--- config.mk ---
export PLATFORM = sky130hd
export DESIGN_NAME = cv32e40p_bitscan_seq
export DESIGN_NICKNAME = d
export VERILOG_FILES = /design/src/rtl/cv32e40p_pkg.sv /design/src/rtl/cv32e40p_ff_one.sv /design/src/rtl/cv32e40p_bitscan_seq.sv
export SDC_FILE = /design/constraint.sdc
export NUM_CORES = 1
export LEC_CHECK = 0
export ABC_AREA = 1
export ABC_CLOCK_PERIOD_IN_PS = 3400
export CAP_MARGIN = 30
export CORE_MARGIN = 2
export CORE_UTILIZATION = 50
export DETAILED_ROUTE_END_ITERATION = 10
export PLACE_DENSITY = 0.89
export RECOVER_POWER = 100
export SYNTH_ARGS = -nofsm -noshare
export SYNTH_HDL_FRONTEND = slang
export SYNTH_SLANG_ARGS = --single-unit
--- constraint.sdc ---
create_clock -name clk -period 3.4 [get_ports clk]
set_input_delay 0.85 -clock clk [delete_from_list [all_inputs] [get_ports clk]]
set_output_delay 0.85 -clock clk [all_outputs]
set_load 0.02 [all_outputs]
--- src/rtl/cv32e40p_pkg.sv ---
// Shared cv32e40p definitions used by the bit-scan sequencer.
package cv32e40p_pkg;

  typedef enum logic {
    IDLE = 1'b0,
    SCAN = 1'b1
  } bitscan_state_e;

endpackage

--- src/rtl/cv32e40p_ff_one.sv ---
// Find-first-one encoder: position of the lowest set bit of in_i (0 when none set).
module cv32e40p_ff_one #(
  parameter int unsigned LEN = 32,
  localparam int unsigned IDXW = $clog2(LEN)
) (
  input  logic [LEN-1:0]  in_i,
  output logic [IDXW-1:0] first_one_o,
  output logic            no_ones_o
);

  // Scan from the top down so the lowest set bit is the last one written.
  always_comb begin
    first_one_o = '0;
    for (int i = LEN - 1; i >= 0; i--) begin
      if (in_i[i]) first_one_o = IDXW'(i);
    end
  end

  assign no_ones_o = ~|in_i;

endmodule

--- src/rtl/cv32e40p_bitscan_seq.sv ---
// Loads a bit vector and emits the indices of its set bits, lowest first, one per cycle.
module cv32e40p_bitscan_seq
  import cv32e40p_pkg::*;
#(
  parameter int unsigned LEN = 32,
  localparam int unsigned IDXW = $clog2(LEN)
) (
  input  logic            clk,
  input  logic            rst,
  input  logic            flush_i,
  input  logic            load_valid_i,
  input  logic [LEN-1:0]  load_vec_i,
  output logic            load_ready_o,
  output logic            idx_valid_o,
  input  logic            idx_ready_i,
  output logic [IDXW-1:0] idx_o,
  output logic            idx_last_o,
  output logic            done_o,
  output logic            busy_o
);

  localparam logic [LEN-1:0] ONE = LEN'(1);

  bitscan_state_e  state_q, state_d;
  logic [LEN-1:0]  pending_q, pending_d;
  logic            done_q, done_d;
  logic [IDXW-1:0] first_one;
  logic            no_ones;

  cv32e40p_ff_one #(.LEN(LEN)) u_ff_one (
    .in_i        (pending_q),
    .first_one_o (first_one),
    .no_ones_o   (no_ones)
  );

  // Handshakes: a transfer happens on a rising edge where valid and ready are
  // both high and flush_i is low; valid never depends on ready, and once
  // raised, valid and its payload hold until the transfer completes.
  always_comb begin
    state_d   = state_q;
    pending_d = pending_q;
    done_d    = 1'b0;
    if (flush_i) begin
      state_d   = IDLE;
      pending_d = '0;
    end else begin
      case (state_q)
        IDLE: begin
          if (load_valid_i) begin
            if (|load_vec_i) begin
              pending_d = load_vec_i;
              state_d   = SCAN;
            end else begin
              done_d = 1'b1;
            end
          end
        end
        SCAN: begin
          if (idx_ready_i) begin
            pending_d = pending_q & ~(ONE << first_one);
            if (idx_last_o) begin
              state_d = IDLE;
              done_d  = 1'b1;
            end
          end
        end
        default: state_d = IDLE;
      endcase
    end
  end

  always_ff @(posedge clk) begin
    if (rst) begin
      state_q   <= IDLE;
      pending_q <= '0;
      done_q    <= 1'b0;
    end else begin
      state_q   <= state_d;
      pending_q <= pending_d;
      done_q    <= done_d;
    end
  end

  assign busy_o       = (state_q == SCAN);
  assign load_ready_o = (state_q == IDLE);
  assign idx_valid_o  = busy_o;
  assign idx_o        = first_one;
  assign idx_last_o   = busy_o && ((pending_q & (pending_q - ONE)) == '0);
  assign done_o       = done_q;

  // In SCAN the pending vector is never empty, so a valid index always exists.
  assert property (@(posedge clk) disable iff (rst) idx_valid_o |-> !no_ones);

endmodule

==> impl_metrics.tcl, run 1 <==
set metrics [dict create \
    cp-start-kind "flop" \
    status "complete, but fails checks" \
    vdd_ir_drop_max_mv 0.236 \
    clk_latency_ns 0.29 \
    cp_common_cell "nor2_4" \
    reg2reg_from "busy_o" \
    synth-xor-area-share_pct 0 \
    grt_pass1_wl_um 13600 \
    ys_types 36 \
    vias 3329 \
    synth_compound_area_share_pct 21.7 \
    slew_viol_final 0 \
    overflow 0 \
    reg2regPathDepth 8 \
    syn-num-nets 464 \
    hold_viol 0 \
    remaining_drc_errors 0 \
    synth-simple-area-share_pct 41.3 \
    wl_um 8530 \
    dp_hpwl_um 6100 \
    crit_chain "inv_2 -> nand2_4 -> nor2_4 -> nand2_4 -> nor2_8 -> nand2_2 -> nor2_4 -> buf_4 -> nand4_4 -> nor2_4 -> nand2_1 -> nor2_1 -> a21oi_1 -> nor2_1 -> and3_1 -> buf_4" \
    power_mw 1.27 \
    htreeDepth 2 \
    diodes 0 \
    holdWs_ns 0.554 \
    fin_ws_ns -0.0589 \
    initial_utilization_pct 51.4 \
    rows 26 \
    cts_made_buffers 5 \
    reg2reg_setup_slack_ns 0.54 \
    core_um2 5070 \
    grt_pass1_vias 3081 \
    p_per_area_nw_per_um2 362 \
    worstPathMaxFanout 5 \
    syn_area_per_cell_um2 6.11 \
    syn_area_um2 2610 \
    critPathCaptureType "output port" \
    grt_max_degree 65 \
    viasPerCell 5.78 \
    antenna_found_initial 0 \
    max_stage_delay_ns 0.33 \
    cap_violations 0 \
    grt_setup_unrepaired "true" \
    synth_adder_area_share_pct 0 \
    hp-class "reg2reg" \
    clock_skew_ns 0.00421 \
    max_freq_mhz 289 \
    die_area_um2 5810 \
    clkTransAtPathRegs_ns 0.07 \
    drt_iter0_markers 354 \
    drt_first_pass_iters 8 \
    crit_slowest_cell "dfxtp_1" \
    synth-seq-cells 34 \
    areaGrowthSynthToFinish_pct 34.6 \
    ys_seq_area_share_pct 26.1 \
    synthCells 427 \
    drive_gt1_share_pct 19.6 \
    cp.required_ns 2.55 \
    setup_viol 1 \
    worst_pin_slew_ns 0.945 \
    regToRegEndpoint "pending_q[31]" \
    slew_headroom_pct 37.0 \
    gp_congestion 0.910 \
    startpoint "pending_q[0]" \
    critical_path_arrival_ns 2.61 \
    antenna_left 0 \
    portBuffers 46 \
    die_y_um 76.2 \
    finalCritPeriodShare_pct 102 \
    clock_sink_count 34 \
    routedWlPerCell_um 14.8 \
    crit_path_end "idx_last_o" \
    path_class "reg2out" \
    cts_tree "built" \
    synth_top_family_by_area "simple AND/OR/NAND/NOR gates" \
    clock-root-buffer "clkbuf_8" \
    pin_count 47 \
    clk_path_buf_depth 2 \
    grt_usage_pct 28.2 \
    ys_warn_count 0 \
    fin_area_um2 3510 \
    leakage_nw 1.57 \
    failed_checks "setup timing" \
    finish.utilization_pct 69.2 \
    dieWidth_um 76.2 \
    layout.nets 542 \
    period_minus_slack_ns 3.46 \
    placed_area_um2 3370 \
    synthMuxAreaShare_pct 0 \
]
how the worst min path moves through the flow:
stage                        from             to  depth (start not counted)
finish              pending_q[17]  pending_q[17]                          2
global route        pending_q[17]  pending_q[17]                          2
CTS                 pending_q[17]  pending_q[17]                          2
detailed placement  pending_q[17]  pending_q[17]                          2
global placement    pending_q[17]  pending_q[17]                          2
floorplan            pending_q[0]   pending_q[1]                          2
placed cells by master, fill, tap and decap left out, types with 2 or more instances in the layout:
cell type and count:
nand2_2 3, a21oi_1 16, nand2_1 109, clkdlybuf4s50_1 37, nor2_2 2, inv_4 2
nor2_1 40, clkbuf_1 2, nand2_4 3, dfxtp_2 7, nand4_1 10, o21ai_0 39
buf_4 41, inv_2 9, nor2_4 9, dfxtp_1 27, or2_2 5, nand3_1 13
o21ai_1 3, inv_1 46, nor3_1 5, clkbuf_8 6, dlygate4sd3_1 6, a31oi_1 34
nor4_1 13
cell type report:
class | instances | area, um2
Clock buffer | 7 | 86.3
Clock inverter | 1 | 5.00
Fill cell | 419 | 1560
Inverter | 57 | 219
Multi-Input combinational cell | 319 | 1660
Sequential cell | 34 | 689
Tap cell | 70 | 87.6
Timing Repair Buffer | 88 | 761
cells by family after synthesis:
kind of cell / Yosys count
flip-flops: 34
buffers and inverters: 74
AO/OA/AOI/OAI: 99
AND/OR/NAND/NOR: 220
per-stage QoR:
stage | worst slack [ns] | cells | setup TNS, ns
2_1_floorplan | 0.626 | 427 | 0
3_5_place_dp | -0.0673 | 564 | -0.110
5_1_grt | -0.186 | 576 | -0.463
4_1_cts | 0.0130 | 573 | 0
6_report | -0.0589 | 576 | -0.0589
3_3_place_gp | 0.00935 | 564 | 0
what timing repair did:
item	in CTS	in global routing
buffers inserted	1	3
pin swaps	2	7
hold buffers	0	0
gates resized for setup	10	17
setup endpoints to repair	3	3
synth_stat cells (all sizes together):
| cell | number | area [um2] |
|---|---|---|
| nand3 | 14 | 75.1 |
| o22ai | 1 | 6.26 |
| inv | 57 | 216 |
| dfxtp | 34 | 681 |
| o31ai | 2 | 20.0 |
| a31oi | 34 | 213 |
| nand4 | 11 | 83.8 |
| nand2 | 115 | 459 |
| buf | 2 | 11.3 |
| nand3b | 1 | 7.51 |
| a21oi | 17 | 85.1 |
| clkbuf | 15 | 56.3 |
| o21ai | 43 | 219 |
| nor2 | 52 | 274 |
| and3 | 1 | 6.26 |
| a2111oi | 1 | 15.0 |
| or2 | 6 | 37.5 |
| nor4 | 14 | 100 |
| o211ai | 1 | 7.51 |
| nor3 | 6 | 35.0 |
flip-flops by register name, indices dropped and copies added, names as in the netlist:
register   cells
pending_q     32
done_o         1
busy_o         1
layer usage:
metal  global-route usage (%)  share of wire [%]  vias up
li1                         -                  -     1587
met1                     35.8                 41     1525
met2                     47.4                 48      187
met3                     5.09                8.2       30
met4                     10.7                2.5        0
met5                        0                  0        -
worst max-delay path, delay by kind of cell, from the launching register on:
kind	cells	cell delay (ns)
DFF	1	0.33
AOI/OAI and AO/OA	1	0.09
and+or+nand+nor	12	1.53
buffers and inverters	3	0.37
where the power goes:
group / switching (mW) / total, mW / internal [mW] / leakage (nW)
logic: 0.302 / 0.515 / 0.213 / 1.24
clock network: 0.152 / 0.315 / 0.163 / 0.0482
registers: 0.0207 / 0.440 / 0.419 / 0.281
Power figures use the tool's default switching activity.
==> run 2: changes to the inputs <==
--- a/config.mk
+++ b/config.mk
@@ -7,12 +7,13 @@
 export LEC_CHECK = 0
 export ABC_AREA = 1
 export ABC_CLOCK_PERIOD_IN_PS = 3400
-export CAP_MARGIN = 30
+export CAP_MARGIN = 20
 export CORE_MARGIN = 2
 export CORE_UTILIZATION = 50
 export DETAILED_ROUTE_END_ITERATION = 10
-export PLACE_DENSITY = 0.89
+export PLACE_DENSITY = 0.87
 export RECOVER_POWER = 100
 export SYNTH_ARGS = -nofsm -noshare
 export SYNTH_HDL_FRONTEND = slang
+export SYNTH_HIERARCHICAL = 1
 export SYNTH_SLANG_ARGS = --single-unit
==> run 2 against run 1 <==
Compared with the run above:
- the flow now finishes without violations
- hold slack worse by 0.046 ns
- global-route usage rose by 2.8 points
- maximum frequency up 2.1%
- sequential power fell by 2%
- via count is 18% higher
- largest cell class unchanged
- largest power group unchanged
==> impl_metrics.tcl, run 2 <==
set metrics [dict create \
    status "complete, no violations" \
    hold_viol 0 \
    finalCritPeriodShare_pct 99.6 \
    drive_gt1_share_pct 12.8 \
    synthCells 560 \
    finalSetupTns_ns 0 \
    syn_area_per_cell_um2 5.51 \
    htreeDepth 2 \
    hp-class "reg2reg" \
    hold_path_depth 2 \
    worstPathMaxFanout 4 \
    critical_path_arrival_ns 2.54 \
    syn-num-nets 597 \
    layout.nets 651 \
    overflow 0 \
    remaining_drc_errors 0 \
    drt_first_pass_iters 6 \
    leakage_nw 1.82 \
    gp_congestion 1.05 \
    grt_max_degree 38 \
    min_to "pending_q[31]" \
    worst_pin_slew_ns 0.859 \
    cp-start-kind "flop" \
    fin_cells 690 \
    rows 28 \
    p_per_area_nw_per_um2 354 \
    slew_viol_final 0 \
    vias 3938 \
    pin_count 47 \
    areaGrowthSynthToFinish_pct 25.2 \
    max_freq_mhz 295 \
    grt_pass1_vias 3611 \
    wl_um 10300 \
    grt_usage_pct 31.0 \
    die_area_um2 6810 \
    path_class "reg2out" \
    dieWidth_um 82.5 \
    clk_latency_ns 0.29 \
    cp.required_ns 2.55 \
    drt_iter0_markers 450 \
    regToRegEndpoint "pending_q[29]" \
    initial_utilization_pct 51.8 \
    grt_pass1_wl_um 16200 \
    final_common_cell "nand2_1" \
    layout_common_cells "191 x nand2_1, 67 x nor2_1, 52 x inv_1" \
    reg2regPathDepth 39 \
    dpl.cell_count 682 \
    reg2reg_from "pending_q[30]" \
    antenna_left 0 \
    regMostFlops "pending_q" \
    reg2reg_setup_slack_ns 0.27 \
    antenna_found_initial 0 \
    core_um2 5960 \
    clk_path_buf_depth 2 \
    diodes 0 \
    vdd_ir_drop_max_mv 0.196 \
    clock_sink_count 34 \
    grt_setup_unrepaired "true" \
    setup_viol 0 \
    slew_headroom_pct 42.7 \
    clock_skew_ns 0.00991 \
    syn_area_um2 3080 \
    period_minus_slack_ns 3.39 \
    die_y_um 82.5 \
    cts_tree "built" \
    clkTransAtPathRegs_ns 0.08 \
    ys_warn_count 6 \
    hp-start "pending_q[31]" \
    viasPerCell 5.71 \
    fillers 566 \
    routedWlPerCell_um 14.9 \
    critPathCaptureType "output port" \
    portBuffers 46 \
    dp_hpwl_um 7730 \
    cts_made_buffers 5 \
    cap_violations 0 \
    holdWs_ns 0.508 \
    largest_reg_flops 32 \
    clock-root-buffer "clkbuf_8" \
]
run 2: what timing repair did:
action                     CTS  global route
pin swaps                    0             2
resized for setup            5            25
setup buffers                0             0
gates cloned                 0             0
hold buffers                 0             0
hold endpoints to repair     0             0
setup endpoints to repair    3            29
run 2: how the worst max path moves through the flow:
stage             startpoint      endpoint
2_1_floorplan  pending_q[29]  pending_q[1]
3_3_place_gp   pending_q[30]      idx_o[0]
3_5_place_dp   pending_q[31]      idx_o[0]
4_1_cts        pending_q[31]      idx_o[0]
5_1_grt        pending_q[30]      idx_o[1]
6_report       pending_q[30]      idx_o[1]
run 2: layer usage:
layer  up-vias  track usage [%]  wire length [um]
li1       1902                -                 -
met1      1734             38.9              4080
met2       255             52.7              4790
met3        47             4.35               975
met4         0             13.4               433
met5         -                0                 0
run 2: area by class of cell:
cell class              count  area [um2]  share of cell area (%)
clock buffers               8         110                    2.85
inverters                  62         260                    6.74
multi-input cells         443        2090                    54.3
flip-flops and latches     34         683                    17.7
well taps                  75        93.8                    2.43
repair buffers             68         618                    16.0
run 2: metrics by stage:
stage          setup WS [ns]  area [um2]  power, mW  utilization (%)
2_1_floorplan          0.530        3080      0.787                -
3_3_place_gp          0.0837        3690      0.958             62.0
3_5_place_dp          0.0492        3690      0.962             62.0
4_1_cts              0.00605        3800       1.31             63.9
5_1_grt               -0.156        3860       1.44             64.8
6_report              0.0129        3860       1.37             64.8
run 2: where the power goes:
group | switching (mW) | internal (mW) | total [mW]
Combinational | 0.368 | 0.208 | 0.576
Clock | 0.156 | 0.205 | 0.361
Sequential | 0.0190 | 0.411 | 0.430
Total | 0.543 | 0.825 | 1.37
run 2: critical path, stage by stage, from the launching register on:
cell and delay [ns]:
dfxtp_2 0.36, nor2_1 0.05, inv_1 0.07, a311oi_1 0.08
o31ai_1 0.27, o21ai_1 0.09, nand2_1 0.06, nand2_1 0.05
nand2_1 0.05, nand2_1 0.05, nand2_1 0.06, nand2_1 0.04
nand2_1 0.06, a21oi_1 0.07, a211oi_2 0.48, dlygate4sd2_1 0.40
==> RTL change 1: new RTL, config.mk and constraints of run 1 <==
`pending_q` no longer has a reset.
--- a/src/rtl/cv32e40p_bitscan_seq.sv
+++ b/src/rtl/cv32e40p_bitscan_seq.sv
@@ -73,11 +73,13 @@
     if (rst) begin
       state_q   <= IDLE;
-      pending_q <= '0;
       done_q    <= 1'b0;
     end else begin
       state_q   <= state_d;
-      pending_q <= pending_d;
       done_q    <= done_d;
     end
+  end
+
+  always_ff @(posedge clk) begin
+    pending_q <= pending_d;
   end
 
Function: changed (Yosys sat finds a counterexample within 4 cycles, from zero or initial values; the reset may be asserted at any time).
==> RTL change 1 against run 1 <==
The run still ends with negative setup slack left; critical path type unchanged; sequential power rose by 6.4%; global-route usage fell by 0.42 points; critical path depth fell by 1; synthesized area fell by 7.3%; cell area fell by 3.4%; non-clock buffer count rose by 6; final cell count fell by 5.6%; clock skew rose by 0.0015 ns; power rose by 4.0%; sequential cell count did not move; setup slack got worse by 0.044 ns; synthesized cell count fell by 5.2%; register-to-register slack improved by 0.30 ns; routed wire length fell by 15%.
==> RTL change 1: results (changes against run 1) <==
grt_use_met1: 0.350  # -0.00800
nNetsFinal: 526  # -3.0%
dpl_cell_area_sq_um: 3230  # -4.2%
grt_use_total: 0.277  # -0.00423
holdCritPathClass: "flop to flop"
fin_worst_skew_ns: 0.00570  # +0.00149 ns
async_flop_share: 0  # unchanged
crit_fanout: 4  # -1
setup_viol: 1  # unchanged
crit_arrival_ns: 2.65  # +0.04 ns
drive_above_1_share: 0.200  # +0.00435
place_congestion: 0.949  # +4.2%
outcome: "finished with violations"
yosys-top-cells-count: "nand2_1 (113), inv_1 (44), o21ai_0 (40)"
grt_pass1_vias: 2723  # -12%
cts-root-buf: "clkbuf_8"
synth_fp_nets: 442  # -4.7%
htree_levels: 2  # unchanged
hpwl_um: 5250  # -14%
slew_headroom: 0.428  # +0.0578
synthTopCellsByArea: "dfxtp_1 (28%), nand2_1 (18%), a31oi_1 (8.3%), o21ai_0 (8.3%), inv_1 (6.8%)"
met2_usage: 0.488  # +0.0138
synth.distinct_cells: 32  # -11%
clkLatencyLatePin_ns: 0.29  # about the same
ir_drop_mv: 0.195  # -17%
dr.pass1.iters: 5  # -3
grt_pass1_wl_um: 11900  # -13%
n_fill_cell: 379  # -9.5%
wl_per_cell_um: 13.3  # -9.9%
p_leak_nw: 1.55  # -0.95%
ys_seq_area_frac: 0.281  # +0.0205
met3_usage: 0.0439  # -0.00705
clkTransAtPathRegs_ns: 0.08
fin_ws_ns: -0.103  # -0.0439 ns
violations: "negative setup slack"
tns_ns: -0.103  # -0.0439 ns
vias_per_cell: 5.47  # -5.4%
drt_iter0_drc: 245  # -31%
RTL change 1: cell count changes in the layout (fill, tap and decap cells not counted), sizes merged, moves of 3 or more:
cell / before / now
buf: 42 / 48
nand3: 14 / 19
nand4: 11 / 6
nor2: 52 / 47
or2: 6 / 1
dlygate4sd3: 6 / 2
nor4: 14 / 10
a21oi: 17 / 14
clkdlybuf4s50: 37 / 40
RTL change 1: worst max-delay path: stages, from the launching register on:
cell and delay (ns):
dfxtp_2 0.34, nor2_4 0.12, inv_2 0.06, nor2_4 0.12
inv_2 0.08, nor2_8 0.11, nand2_4 0.08, nor2_4 0.12
inv_2 0.05, nor3_2 0.14, nor2_1 0.07, or3_1 0.36
nor4_2 0.17, nand4_1 0.18, nor3_2 0.18, buf_4 0.17
RTL change 1: path summary, 6_finish.rpt:
kind,start,end,slack [ns],depth (start not counted)
setup / recovery,pending_q[0],idx_last_o,-0.10,15
hold / removal,pending_q[27],pending_q[27],0.55,2
setup reg to reg,pending_q[0],busy_o,0.84,17
hold reg to reg,pending_q[27],pending_q[27],0.55,2
RTL change 1: metal layers:
metal	vias to the layer above	wire (um)
li1	1521	-
met2	98	3560
met1	1345	3230
met3	9	370
met4	0	95
met5	-	0
RTL change 1: layout make-up:
class                      instances  area share
clock inverter                     3      0.0118
sequential                        34       0.203
tap                               54      0.0199
inverter                          56      0.0619
clock buffer                       5      0.0203
multi-input combinational        298       0.441
timing repair buffer              94       0.242
RTL change 1: per-stage QoR:
stage	hold slack (ns)	setup WS [ns]	utilization	power [mW]	cells
floorplan	0.496	0.413	-	0.730	405
global placement	0.540	-0.148	0.689	0.916	535
detailed placement	0.546	-0.252	0.689	0.928	535
CTS	0.558	-0.101	0.714	1.30	543
global route	0.578	-0.341	0.723	1.39	544
finish	0.547	-0.103	0.723	1.32	544
RTL change 1: what timing repair did:
action,in CTS,in global routing
hold buffers,0,0
buffers inserted,0,1
setup endpoints to repair,2,4
pin swaps,1,4
resized for setup,14,17
RTL change 1: cell families after synthesis:
| kind of cell | count (synthesis) | synth area share |
|---|---|---|
| compound gates | 93 | 0.218 |
| buf+inv | 73 | 0.115 |
| flops | 34 | 0.281 |
| simple gates | 205 | 0.385 |
RTL change 1: power by group:
group          leakage (nW)  internal, mW  total [mW]  switching, mW
clock                0.0579         0.216       0.376          0.160
sequential            0.284         0.434       0.468         0.0344
combinational          1.21         0.210       0.476          0.266
total                  1.55         0.860        1.32          0.460
==> RTL change 2: new RTL, flow settings as in run 1 <==
Without the edit above. `LEN` is set to 32 in 2 places; all go to 16.
--- a/src/rtl/cv32e40p_ff_one.sv
+++ b/src/rtl/cv32e40p_ff_one.sv
@@ -1,5 +1,5 @@
 // Find-first-one encoder: position of the lowest set bit of in_i (0 when none set).
 module cv32e40p_ff_one #(
-  parameter int unsigned LEN = 32,
+  parameter int unsigned LEN = 16,
   localparam int unsigned IDXW = $clog2(LEN)
 ) (
--- a/src/rtl/cv32e40p_bitscan_seq.sv
+++ b/src/rtl/cv32e40p_bitscan_seq.sv
@@ -3,5 +3,5 @@
   import cv32e40p_pkg::*;
 #(
-  parameter int unsigned LEN = 32,
+  parameter int unsigned LEN = 16,
   localparam int unsigned IDXW = $clog2(LEN)
 ) (
Ports: changed (resized idx_o and load_vec_i); port bits go from 47 to 30. The function was not compared with the original's and may differ.
==> RTL change 2 against run 1 <==
Count of clock-buffer cells in the layout is 3 lower; cell area is 54% lower; synthesized area is 52% lower; sequential power is 47% lower; via count is 58% lower; register-to-register slack better by 1.1 ns; power is 56% lower; routed wire length is 63% lower; highest routed layer unchanged; synthesized cell count is 52% lower; sequential cell count is 16 lower; setup slack better by 0.31 ns.
==> RTL change 2: results (changes against run 1) <==
outcome: "complete, no violations"
hp-start: "pending_q[14]"
cts-root-buf: "clkbuf_4"
cp_slowest_cell: "clkdlybuf4s50_1"
drt_iter0_drc: 29  # -92%
crit_fanout: 6  # +1
clkTransAtPathRegs_ns: 0.11  # +0.04 ns
cpPeakStageDelay_ns: 0.59  # +0.26 ns
yosys-top-cells-count: "nand2_1 (58), inv_1 (22), dfxtp_1 (18), o21ai_0 (18)"
min_to: "pending_q[14]"
htree_levels: 1  # -1
wl_per_cell_um: 12.0  # -19%
place_congestion: 0.897  # -1.5%
synth_area_per_cell_sq_um: 6.16  # +0.80%
ys_seq_area_frac: 0.285  # +0.0245
syn_area_sq_um: 1260  # -52%
post-place-ws_ns: 0.617  # +0.685 ns
synth_fp_nets: 226  # -51%
wirelength_um: 3170  # -63%
fmaxAchievable_mhz: 318  # +9.9%
io_buffers: 29  # -37%
largest_register_ffs: 16  # -50%
synth.distinct_cells: 27  # -25%
p_leak_nw: 0.717  # -54%
fin_worst_skew_ns: 0.00212  # -0.00209 ns
crit_arrival_ns: 2.30  # -0.31 ns
cts.repair.resized: 0  # -10
RTL change 2: cell count changes in the layout (fill, tap and decap cells not counted), sizes merged, moves of 9 or more:
| cell | delta |
|---|---|
| a21oi | -9 |
| a31oi | -19 |
| buf | -39 |
| clkdlybuf4s50 | -17 |
| dfxtp | -16 |
| inv | -30 |
| nand2 | -53 |
| nor2 | -31 |
| nor4 | -12 |
| o21ai | -22 |
RTL change 2: where the power goes:
| part | internal, mW | switching [mW] |
|---|---|---|
| logic | 0.0777 | 0.110 |
| clock network | 0.0653 | 0.0712 |
| registers | 0.221 | 0.0132 |
RTL change 2: routing by layer:
layer	global-route usage	up-vias	part of all wire
li1	-	738	-
met3	0.0164	4	0.035
met4	0.0625	0	0.011
met5	0	-	0
met2	0.428	32	0.49
met1	0.332	623	0.47
RTL change 2: cell type report:
type	instances	area, sq um
clock buffer	4	36.3
fill	227	821
inverter	27	101
multi-input combinational	152	758
sequential	18	360
tap	30	37.5
timing repair buffer	33	318
RTL change 2: tightest hold or removal path, cell delays in order, from the launching register on:
cell and delay, ns:
dfxtp_1 0.36, nand3_1 0.09, a31oi_1 0.07
RTL change 2: how the worst max path moves through the flow:
| stage | end | depth (start not counted) |
|---|---|---|
| floorplan | idx_last_o | 8 |
| global placement | idx_last_o | 9 |
| detailed placement | idx_last_o | 9 |
| CTS | idx_last_o | 9 |
| global route | idx_last_o | 9 |
| finish | idx_last_o | 9 |
RTL change 2: cell families after synthesis:
kind of cell	after synthesis	synth area share
buf+inv	35	0.109
flops	18	0.285
compound gates	46	0.208
simple gates	106	0.397
